### src/rtl/umtrx_dispatch_demux.sv
// Fans the dispatcher's fifo36 stream out to one of PORTS sinks by destination index,
// or discards it; keeps per-port forwarded-packet counters and a drop counter.

module umtrx_dispatch_port_cnt (
  input  logic        clk,
  input  logic        rst,
  input  logic        inc,
  output logic [15:0] cnt
);
  always_ff @(posedge clk) begin
    if (rst)      cnt <= '0;
    else if (inc) cnt <= cnt + 16'd1;
  end
endmodule

module umtrx_dispatch_demux #(
  parameter int BASE       = 0,
  parameter int PORTS      = 4,
  parameter int DROP_INDEX = 0
) (
  input  logic                  clk,
  input  logic                  rst,
  input  logic                  clr,
  input  logic                  set_stb,
  input  logic [7:0]            set_addr,
  input  logic [31:0]           set_data,
  input  logic [35:0]           inp_data,
  input  logic                  inp_valid,
  output logic                  inp_ready,
  input  logic [7:0]            inp_dest,
  output logic [35:0]           out_data,
  output logic [PORTS-1:0]      out_valid,
  input  logic [PORTS-1:0]      out_ready,
  output logic [16*PORTS-1:0]   pkt_count,
  output logic [15:0]           drop_count
);
  localparam int IW = (PORTS > 2) ? $clog2(PORTS) : 1;
  localparam logic [IW-1:0] DROP_SEL = IW'(DROP_INDEX);

  typedef enum logic [1:0] {IDLE, ROUTE, DROP} state_t;

  state_t                       state, state_nxt;
  logic [IW-1:0]                dest, dest_nxt;
  logic [PORTS-1:0]             mask;
  logic [(1<<IW)-1:0]           mask_ext;
  logic                         soft_rst, sof, eof, reject, drop_inc;
  logic [PORTS-1:0]             pkt_inc;
  logic [PORTS-1:0][15:0]       cnt;
  logic                         unused_set;

  assign soft_rst   = rst | clr;
  assign sof        = inp_data[32];
  assign eof        = inp_data[33];
  assign out_data   = inp_data;
  assign mask_ext   = (1<<IW)'(mask);
  assign unused_set = &{1'b0, set_data[31:PORTS]};

  // Out-of-range indices are rejected before the mask lookup matters.
  assign reject = (inp_dest >= 8'(PORTS)) || (inp_dest == 8'(DROP_INDEX)) ||
                  !mask_ext[inp_dest[IW-1:0]];

  always_comb begin
    state_nxt = state;
    dest_nxt  = dest;
    inp_ready = 1'b0;
    out_valid = '0;
    pkt_inc   = '0;
    drop_inc  = 1'b0;
    case (state)
      IDLE: begin
        // SOF beat is only inspected here; ROUTE/DROP consume it next cycle.
        if (inp_valid) begin
          if (sof) begin
            dest_nxt  = inp_dest[IW-1:0];
            state_nxt = reject ? DROP : ROUTE;
          end else begin
            state_nxt = DROP;
          end
        end
      end
      ROUTE: begin
        out_valid[dest] = inp_valid;
        inp_ready       = out_ready[dest];
        if (inp_valid && out_ready[dest] && eof) begin
          pkt_inc[dest] = 1'b1;
          state_nxt     = IDLE;
        end
      end
      DROP: begin
        inp_ready = 1'b1;
        if (inp_valid && eof) begin
          drop_inc  = 1'b1;
          state_nxt = IDLE;
        end
      end
      default: state_nxt = IDLE;
    endcase
  end

  always_ff @(posedge clk) begin
    if (soft_rst) begin
      state <= IDLE;
      dest  <= DROP_SEL;
    end else begin
      state <= state_nxt;
      dest  <= dest_nxt;
    end
  end

  // Mask survives clr; a write racing the IDLE latch is seen only next cycle.
  always_ff @(posedge clk) begin
    if (rst)                                   mask <= '1;
    else if (set_stb && set_addr == 8'(BASE))  mask <= set_data[PORTS-1:0];
  end

  always_ff @(posedge clk) begin
    if (soft_rst)      drop_count <= '0;
    else if (drop_inc) drop_count <= drop_count + 16'd1;
  end

  for (genvar i = 0; i < PORTS; i++) begin : g_port
    umtrx_dispatch_port_cnt u_cnt (
      .clk (clk),
      .rst (soft_rst),
      .inc (pkt_inc[i]),
      .cnt (cnt[i])
    );
  end

  assign pkt_count = cnt;

endmodule

### config.mk
export PLATFORM = sky130hd
export DESIGN_NAME = umtrx_dispatch_demux
export DESIGN_NICKNAME = d
export VERILOG_FILES = /design/src/rtl/umtrx_dispatch_demux.sv
export SDC_FILE = /design/constraint.sdc
export NUM_CORES = 1
export LEC_CHECK = 0
export ABC_AREA = 1
export BUFFER_PORTS_ARGS = -buffer_cell sky130_fd_sc_hd__buf_2
export CAP_MARGIN = 20
export CORE_ASPECT_RATIO = 0.9
export CORE_MARGIN = 2
export CORE_UTILIZATION = 25
export CTS_BUF_LIST = sky130_fd_sc_hd__clkbuf_8 sky130_fd_sc_hd__clkbuf_16
export CTS_CLUSTER_SIZE = 25
export DETAILED_ROUTE_END_ITERATION = 12
export MAX_ROUTING_LAYER = met4
export SLEW_MARGIN = 20
export SYNTH_ARGS = -nofsm -noshare
export SYNTH_HDL_FRONTEND = slang
export SYNTH_SLANG_ARGS = --single-unit
### constraint.sdc
create_clock -name clk -period 3.6 [get_ports clk]
set_input_delay 0 -clock clk [delete_from_list [all_inputs] [get_ports clk]]
set_output_delay 0 -clock clk [all_outputs]
set_load 0.03 [all_outputs]
==> metrics.md <==
| Metric | Value |
|---|---|
| Routed len/inst | `11.5 microns` |
| Tightest Pin Transition | `0.640 ns` |
| Final wirelength | `14.1 mm` |
| Int Power | `0.00160 W` |
| Clk_lat worst skew | `0.35 ns` |
| Die height | `144 microns` |
| CP endpoint kind | `flop` |
| DRT antenna net count | `0` |
| Reg2reg end | `g_port[0].u_cnt.cnt[13]` |
| Reg2Reg Depth | `8` |
| Hold Vio Cnt, Final | `0` |
| Netlist cell types | `30` |
| Final setup viols | `0` |
| # diodes | `0` |
| Crit start category | `flop` |
| Clk pin slew, worst setup/hold paths | `0.06 ns` |
| Pin count of the biggest net entering global routing | `37` |
| Switching pwr | `0.000472 W` |
| LEAKAGE | `2.51 nW` |
| RSZ-0062 raised after global routing | `no` |
| WL met2 | `6.23 mm` |
| Worst Setup SP | `state[1]` |
| Reg-to-Reg Start | `state[1]` |
| Worst path required time | `3.87 ns` |
| Fraction of layout cells with a size suffix above 1 | `19.5%` |
| Antenna violations before repair | `0` |
| Wire length on met1 | `6.95 mm` |
| Total negative setup slack | `0 ns` |
| Die Wd | `160 microns` |
| Power Dens Cells | `323 nW/um^2` |
| 1st-pass router iterations | `5` |
| Crit path kind | `flop to flop` |
| CTS Sinks | `87` |
| DR vias | `5,350` |
| CP Max Fanout | `17` |
| Detailed router's first-iteration violation count | `331` |
| Grt total ovfl | `0` |
| Cts repair resizes | `0` |
| VDD IR max | `0.166 mV` |
| Period Utilization, post-route | `51.2%` |
| Status | `finished, final reports clean` |
| Switching Share | `22.8%` |
| Final Max Tran Viols | `0` |
| Fillers | `2,422` |
| Final worst slack | `1.76 ns` |
| CTS Buffer Depth | `2` |
| DR top layer | `met4` |
| Core Region | `21,600 sq um` |
| Rows | `51` |
| Num CTS Buffers | `9` |
| Syn Std Cell Area | `5460 sq um` |
| Via density | `4.36` |
| Hpwl dp | `10.2 mm` |
| # DRC | `0` |
| Starting Density | `25.3%` |
| Flop pwr share | `46.7%` |
| Syn Inst Count | `849` |
| Vias in the first global route | `4,607` |
| Gate power share | `4.5%` |
| Yosys warnings | `0` |
| Final core occ | `29.7%` |
| Layout Skew | `0.00928 ns` |
| CTS tree | `done` |
| GP Congestion | `0.848` |
| Yosys reg bits | `87` |
| Die area | `23,000 sq um` |
| Critical path data arrival time | `2.12 ns` |
| Met3 wire length | `701 microns` |
| Sequential-to-total area share from yosys stat | `31.9%` |
| Max Clk Rate | `0.542 GHz` |
| NumNets Final | `1,033` |
| Aggregate global-route resource usage | `12.7%` |
| Min-delay worst type | `primary input to output pin` |
| Top post-synthesis cells by area | `dfxtp_1 32%, nand2_1 20%, nor2_1 6.9%` |
| First-pass GRT wire length | `23.4 mm` |
| Buffers added on ports | `116` |
| Critical path destination | `g_port[0].u_cnt.cnt[13]` |
| Max-Cap Viols | `0` |
| IO Count | `214` |
| Worst Hold Slack | `0.0000132 ns` |
| R2R setup slack | `1.76 ns` |
| Post-synthesis net count | `950` |
| Root Driver | `clkbuf_16` |
| Syn Area/Cell | `6.43 sq um` |
| Yosys top cell by area | `dfxtp_1` |
| Crit path time final | `1.84 ns` |
| Area growth, synth to finish | `17.3%` |
| CTS H-tree depth | `3` |
| Yosys top cell area share | `31.9%` |
| Clock share of power | `48.7%` |
| Slew margin rel. | `57.3%` |
| Post-placement worst setup slack | `1.75 ns` |
worst min-delay path by stage:
stage | to | cells after the start | slack [ns] | start
2_1_floorplan | mask[1] | 2 | 0.11 | set_data[1]
3_3_place_gp | out_data[0] | 0 | 0.0002 | inp_data[0]
3_5_place_dp | out_data[0] | 0 | 0.0002 | inp_data[0]
4_1_cts | out_data[0] | 0 | 0.0002 | inp_data[0]
5_1_grt | out_data[20] | 0 | 0.00005 | inp_data[20]
6_report | out_data[10] | 0 | 0.00001 | inp_data[10]
routing by layer:
layer,vias up,track usage [%]
met5,-,-
met4,0,3.51
met3,14,2.87
met2,119,19.6
met1,2399,16.9
li1,2818,-
synth_stat cells:
library cell and number:
nor2_2 1, nand2_1 298, buf_12 2, clkbuf_1 8, nand3_1 40, inv_4 2, clkinv_2 2, buf_2 1
nand3_4 4, nor3_2 1, nand4_1 24, buf_4 39, a21oi_1 59, o21ai_1 1, nor3b_1 2, buf_6 2
nor2_1 101, o21ai_0 21, inv_1 71, dfxtp_1 87, nor3_1 3, xor2_1 16, nand2_4 1, ha_1 8
a21oi_2 20, a21boi_0 2, xnor2_1 12, inv_2 4, nand2_2 16, nand3b_1 1
power groups by stage:
stage | Clock (W) | Combinational [W] | Sequential [W]
finish | 0.00101 | 0.0000940 | 0.000968
global route | 0.00109 | 0.000106 | 0.000968
CTS | 0.00105 | 0.0000954 | 0.000968
detailed placement | 0 | 0.0000928 | 0.000990
global placement | 0 | 0.0000922 | 0.000990
floorplan | 0 | 0.000129 | 0.000990
timing repair:
item | 4_1_cts | 5_1_grt
hold buffers | 6 | 0
endpoints found under the hold margin | 3 | 0
buffers inserted | 0 | 0
registers in the layout (all words and copies together) (netlist names):
name	count
drop_count	16
state	2
dest	2
g_port.u_cnt.cnt	64
mask	3
placed cells by master, fill, tap and decap left out, types with 3 or more instances in the layout:
cell             n
a21oi_1         59
a21oi_2         20
buf_2          116
clkbuf_16        9
clkinvlp_4       3
dfxtp_1         87
dlygate4sd3_1    6
ha_1             8
inv_1           73
inv_2            4
nand2_1        298
nand2_2         16
nand3_1         40
nand3_4          4
nand4_1         24
nor2_1         101
nor3_1           3
o21ai_0         21
xnor2_1         12
xor2_1          16
per-stage QoR:
stage                     cells  power (W)  cell area (sq um)
after CTS                  1228    0.00211               6400
after detailed placement   1206    0.00108               6030
after global routing       1228    0.00216               6400
after global placement     1206    0.00108               6030
final                      1228    0.00207               6400
after floorplan             849    0.00112               5460
worst max-delay path, cell delays in order (launching register included):
cell and delay, ns:
dfxtp_1 0.33, inv_1 0.08, ha_1 0.20, inv_2 0.07, nor3_1 0.32, nand3_4 0.30
inv_4 0.27, nand2_1 0.08, a21oi_1 0.12
cell type report:
cell class	count	area, sq um	area share [%]
Sequential cell	87	1740	27.2
Tap cell	291	364	5.68
Clock buffer	9	225	3.52
Inverter	79	304	4.75
Clock inverter	7	90.1	1.41
Timing Repair Buffer	124	656	10.2
Multi-Input combinational cell	631	3020	47.2
kinds of logic after synthesis:
| group | after synthesis | synth area share (%) |
|---|---|---|
| simple gates | 492 | 38.2 |
| buf+inv | 131 | 12.7 |
| compound gates | 103 | 10.9 |
| flops | 87 | 31.9 |
| xor+xnor | 28 | 4.49 |
| fa+ha+maj | 8 | 1.83 |
(Power assumes the default switching activity.)
